## src/rtl/tl_ul_a_source_gate.sv

```systemverilog
// TileLink-UL A-channel staging buffer with per-source in-flight gating.
// A requests are queued in a small registered FIFO. The head beat is
// released only when its source ID is not outstanding. A source becomes
// outstanding when its A beat fires downstream and is released when the
// matching D response (AccessAck/AccessAckData) fires.
// Optional build macro: TL_UL_A_SOURCE_GATE_LEGAL_CHECK_EN adds a legality
// filter on accepted beats and an illegal_drop output pulse.
module tl_ul_a_source_gate #(
  parameter int DEPTH       = 2,
  parameter int SOURCE_BITS = 2,
  parameter int ADDR_BITS   = 32,
  parameter int DATA_BITS   = 32
) (
  input  logic                     clock,
  input  logic                     reset_n,
  // upstream A
  input  logic                     in_a_valid,
  output logic                     in_a_ready,
  input  logic [2:0]               in_a_opcode,
  input  logic [2:0]               in_a_param,
  input  logic [2:0]               in_a_size,
  input  logic [SOURCE_BITS-1:0]   in_a_source,
  input  logic [ADDR_BITS-1:0]     in_a_address,
  input  logic [DATA_BITS/8-1:0]   in_a_mask,
  input  logic [DATA_BITS-1:0]     in_a_data,
  // downstream A
  output logic                     out_a_valid,
  input  logic                     out_a_ready,
  output logic [2:0]               out_a_opcode,
  output logic [2:0]               out_a_param,
  output logic [2:0]               out_a_size,
  output logic [SOURCE_BITS-1:0]   out_a_source,
  output logic [ADDR_BITS-1:0]     out_a_address,
  output logic [DATA_BITS/8-1:0]   out_a_mask,
  output logic [DATA_BITS-1:0]     out_a_data,
  // observed D
  input  logic                     d_valid,
  input  logic                     d_ready,
  input  logic [2:0]               d_opcode,
  input  logic [SOURCE_BITS-1:0]   d_source,
  // status
  output logic [(1<<SOURCE_BITS)-1:0] inflight,
`ifdef TL_UL_A_SOURCE_GATE_LEGAL_CHECK_EN
  output logic                     illegal_drop,
`endif
  output logic                     err_unsolicited
);

  localparam int PTR_W  = (DEPTH > 1) ? $clog2(DEPTH) : 1;
  localparam int CNT_W  = PTR_W + 1;
  localparam int NSRC   = 1 << SOURCE_BITS;
  localparam int MASK_W = DATA_BITS / 8;
  localparam logic [CNT_W-1:0] FULL_CNT = CNT_W'(DEPTH);

  typedef struct packed {
    logic [2:0]             opcode;
    logic [2:0]             param;
    logic [2:0]             size;
    logic [SOURCE_BITS-1:0] source;
    logic [ADDR_BITS-1:0]   address;
    logic [MASK_W-1:0]      mask;
    logic [DATA_BITS-1:0]   data;
  } a_beat_t;

  a_beat_t                 mem [DEPTH];
  a_beat_t                 in_beat;
  a_beat_t                 head;
  logic [PTR_W-1:0]        wr_ptr, rd_ptr;
  logic [CNT_W-1:0]        count;
  logic                    empty;
  logic                    in_a_fire, out_a_fire, d_fire;
  logic                    enq;
  logic                    beat_legal;
  logic [NSRC-1:0]         inflight_nxt;

  assign in_beat = '{opcode:  in_a_opcode,  param: in_a_param, size: in_a_size,
                     source:  in_a_source,  address: in_a_address,
                     mask:    in_a_mask,    data: in_a_data};

  // Fullness only; same-cycle pops do not open a slot.
  assign empty      = (count == '0);
  assign in_a_ready = (count != FULL_CNT);
  assign in_a_fire  = in_a_valid & in_a_ready;

`ifdef TL_UL_A_SOURCE_GATE_LEGAL_CHECK_EN
  // Legal: PutFull/PutPartial/Get, zero param, size within one data beat.
  assign beat_legal = ((in_a_opcode == 3'd0) | (in_a_opcode == 3'd1) |
                       (in_a_opcode == 3'd4)) &
                      (in_a_param == 3'd0) &
                      (in_a_size <= 3'($clog2(MASK_W)));
`else
  assign beat_legal = 1'b1;
`endif

  // Illegal beats are handshaken upstream but never stored.
  assign enq = in_a_fire & beat_legal;

  // Head fields are zeroed when empty so stale storage never leaks out.
  assign head = empty ? '0 : mem[rd_ptr];

  assign out_a_opcode  = head.opcode;
  assign out_a_param   = head.param;
  assign out_a_size    = head.size;
  assign out_a_source  = head.source;
  assign out_a_address = head.address;
  assign out_a_mask    = head.mask;
  assign out_a_data    = head.data;

  // The head stalls while its source is outstanding (in-order, HOL blocking).
  assign out_a_valid = ~empty & ~inflight[head.source];
  assign out_a_fire  = out_a_valid & out_a_ready;

  assign d_fire = d_valid & d_ready & ((d_opcode == 3'd0) | (d_opcode == 3'd1));

  // FIFO storage write; data needs no reset since reads are masked by count.
  always_ff @(posedge clock) begin
    if (enq) mem[wr_ptr] <= in_beat;
  end

  // Pointer and occupancy bookkeeping.
  always_ff @(posedge clock or negedge reset_n) begin
    if (!reset_n) begin
      wr_ptr <= '0;
      rd_ptr <= '0;
      count  <= '0;
    end else begin
      if (enq)        wr_ptr <= wr_ptr + 1'b1;
      if (out_a_fire) rd_ptr <= rd_ptr + 1'b1;
      case ({enq, out_a_fire})
        2'b10:   count <= count + 1'b1;
        2'b01:   count <= count - 1'b1;
        default: count <= count;
      endcase
    end
  end

  // In-flight bitmap: D clears, A dequeue sets. They never hit the same
  // source in one cycle because a busy head source is blocked.
  always_comb begin
    inflight_nxt = inflight;
    if (d_fire)     inflight_nxt[d_source]    = 1'b0;
    if (out_a_fire) inflight_nxt[head.source] = 1'b1;
  end

  // In-flight register and sticky unsolicited-response flag.
  always_ff @(posedge clock or negedge reset_n) begin
    if (!reset_n) begin
      inflight        <= '0;
      err_unsolicited <= 1'b0;
    end else begin
      inflight <= inflight_nxt;
      if (d_fire && !inflight[d_source]) err_unsolicited <= 1'b1;
    end
  end

`ifdef TL_UL_A_SOURCE_GATE_LEGAL_CHECK_EN
  // One-cycle pulse following a dropped beat.
  always_ff @(posedge clock or negedge reset_n) begin
    if (!reset_n) illegal_drop <= 1'b0;
    else          illegal_drop <= in_a_fire & ~beat_legal;
  end
`endif

endmodule
```

## config.mk

```make
export PLATFORM = sky130hd
export DESIGN_NAME = tl_ul_a_source_gate
export DESIGN_NICKNAME = d
export VERILOG_FILES = /design/src/rtl/tl_ul_a_source_gate.sv
export SDC_FILE = /design/constraint.sdc
export NUM_CORES = 1
export LEC_CHECK = 0
export BUFFER_PORTS_ARGS = -buffer_cell sky130_fd_sc_hd__buf_2
export CELL_PAD_IN_SITES_DETAIL_PLACEMENT = 1
export CELL_PAD_IN_SITES_GLOBAL_PLACEMENT = 2
export CORE_UTILIZATION = 35
export DETAILED_ROUTE_END_ITERATION = 8
export MAX_ROUTING_LAYER = met4
export PLACE_DENSITY_LB_ADDON = 0.1
export SLEW_MARGIN = 5
export SYNTH_ARGS = -nofsm -noshare
export SYNTH_HDL_FRONTEND = slang
export SYNTH_SLANG_ARGS = --single-unit
```

## constraint.sdc

```tcl
create_clock -name clock -period 6.2 [get_ports clock]
set_input_delay 0 -clock clock [delete_from_list [all_inputs] [get_ports clock]]
set_output_delay 0 -clock clock [all_outputs]
set_load 0.05 [all_outputs]
```

==> run metrics <==
Synth Net Count 473; largest net degree at the start of global routing 64; Cell Pwr Density 574 nW/µm²; CTS Sinks 167; CTS Buf Count 17; Cells after Synth 382; DR vias/cell 4.60; crit path max fanout 44; Max stage delay cell, worst path dfrtp_4; maximum clock insertion buffer count 2; Placed Cells 771; Max VDD drop 0.272 mV; top_reg_cell synth edfxtp_1; crit path launch type register; period utilization 43.5%; Detailed Place HPWL 8690 µm; leak pwr 3.68 nW; sw frac 46.9%; worst-skew pair later-pin latency 0.42 ns; Async SR Flop Fraction 5.39%; Netlist cell types 28; total track usage 16.1%; setup bufs post-CTS 0; WP data required 6.20 ns; Detailed Route WL 14200 µm; Internal 2.74 mW; first-pass GRT wire length 21500 µm; first-pass iteration count of the detailed router 4; Post-Syn Area 6410 µm²; number of remaining DRC errors 0; num ports 176; Gate power share 47.1%; share of cells above drive strength 1 32.3%; top routing layer in use met4; initial antenna violation count 1; syn_area_per_cell 16.8 µm²; die area 18900 µm²; hold path start out_a_ready; RSZ-0062 raised after global routing no; Synth warnings 0; Routed met1 length 5990 µm; outcome finished clean; Worst Hold Path EP inflight[3]; Detail Route Antenna Nets 0; FF-to-FF setup slack 3.57 ns; Seq pwr share 33.1%; GRT overflow 0; CP Capture Type primary output; final hold violation count 0; max frequency 370 MHz; register area share after synthesis 77.5%; clk_skew 0.00845 ns; post-synth top area share 74.0%; Non-Filler Instances 893; largest area contributor in the netlist edfxtp_1; Final #Nets 741; Max Slew Vio Count 0; path depth of the worst reg2reg path 5; DR iter-0 viols 191; worst path cell trace buf_4 > mux2i_1 > nor2_1 > buf_2; CTS root buf clkbuf_16; Initial Util 35.7%; routability cong. 0.767; Sum Neg Setup Slack 0 ns; Yosys reg bits 167; normalized max-slew margin 40.6%; met3 routed WL 752 µm; # setup viols final 0; Rows 49; worst slew pin tran 0.891 ns; Horiz. Die Dim 137 µm; DR WL/cell 15.9 µm; Area contributors post-synth edfxtp_1 74%, mux2i_1 13%, nor2_1 5.0%; Sw Pwr 2.43 mW; CTS tree built; Design Area, Final 9010 µm²; Layout area overhead 40.6%; Worst Hold Class primary input to register; placed inst area 7540 µm²; vias in the first global route 4261; Clk pwr share 19.7%; metal2 WL 7250 µm; Min Clock Period, post-route 2.70 ns; Die H 137 µm; IO buf count 174; WS Path Type register to primary output; total number of vias 4109; FF-to-FF End inflight[2]; Worst Path Arrival 2.70 ns; total core area 18000 µm²; hold path cells 4; reg-to-reg startpoint rd_ptr; H-tree levels 4; Max Cap Violations 0; number of synthesized flops with an enable pin 158; Worst path max stage delay 0.96 ns; Reg clk slew, reported paths 0.06 ns
## worst max-delay path by stage
stage / to / startpoint
after global routing: out_a_data[21] / rd_ptr
after detailed placement: count[1] / rd_ptr
after CTS: out_a_address[30] / rd_ptr
final: out_a_data[2] / rd_ptr
after floorplan: mem[0][0] / count[0]
after global placement: count[1] / rd_ptr
## layout make-up
type	instances	area, µm²
Multi-Input combinational cell	196	1380
Fill cell	1814	8950
Clock inverter	9	92.6
Antenna cell	1	2.50
Clock buffer	23	488
Inverter	1	3.75
Timing Repair Buffer	267	1790
Sequential cell	167	4970
Tap cell	229	287
## state kept, by name, summed over array words and instances (netlist names)
name and cells:
wr_ptr 1, mem 158, err_unsolicited 1, rd_ptr 1, inflight 4, count 2
## synth_stat cells, drive strengths merged, types with 2 or more instances
library cell	n
clkbuf	7
dfrtp	9
o21ai	6
buf	11
edfxtp	158
nor2	85
xnor2	3
nand2	3
o31ai	2
mux2i	82
xor2	2
## worst max-delay path, delay by kind of cell, from the launching register on
family | cells | cell delay, ns
flops | 1 | 0.96
buf+inv | 2 | 0.90
mux | 1 | 0.29
simple gates | 1 | 0.06
## metal layers
metal  GRT usage [%]  vias to the layer above
met1            18.4                     2020
met2            26.8                      112
met5               -                        -
met3            4.23                       17
li1                -                     1960
met4            6.84                        0
## cells by family after synthesis
logic type	after synthesis	synth area share, %
DFF	167	77.5
and+or+nand+nor	95	5.91
muxes	83	13.2
buffers and inverters	19	1.37
AOI/OAI and AO/OA	12	1.15
xor gates and xnor gates	5	0.683
adders and majority gates	1	0.195
## power groups by stage
stage	Sequential [mW]	Combinational [mW]	Clock, mW
final	1.71	2.44	1.02
after global routing	1.75	2.59	1.10
after CTS	1.72	2.48	1.05
after detailed placement	1.75	2.43	0
after global placement	1.73	2.42	0
after floorplan	1.71	1.88	0
## layout by cell type (no fill, tap or decap), types with 2 or more instances in the layout
master / synthesis / final
o31ai_1: 2 / 2
nor2_4: 0 / 2
edfxtp_1: 158 / 158
nor2_1: 85 / 83
xnor2_1: 3 / 3
o21ai_1: 4 / 4
o21ai_0: 2 / 2
clkbuf_16: 0 / 17
buf_4: 1 / 4
dlygate4sd3_1: 0 / 89
nand2_1: 3 / 3
clkbuf_1: 7 / 2
mux2i_1: 81 / 81
clkbuf_8: 0 / 4
dfrtp_1: 9 / 8
buf_2: 10 / 174
xor2_1: 2 / 2
inv_6: 0 / 2
clkinv_4: 0 / 2
clkinvlp_4: 0 / 3
## through the flow
step	power, mW	utilization [%]	hold slack [ns]	setup slack (ns)
floorplan	3.59	-	-0.296	1.30
finish	5.17	50.2	0.0291	3.50
global route	5.43	50.2	0.0430	3.29
detailed placement	4.17	42.0	-0.122	3.50
global placement	4.15	42.0	-0.128	3.55
CTS	5.26	50.2	0.00483	3.40
## repair_timing
action	in CTS	in global routing
hold buffers	89	0
resized for setup	0	0
endpoints found under the hold margin	173	0
Note: power is estimated with default switching activity, not from simulation.
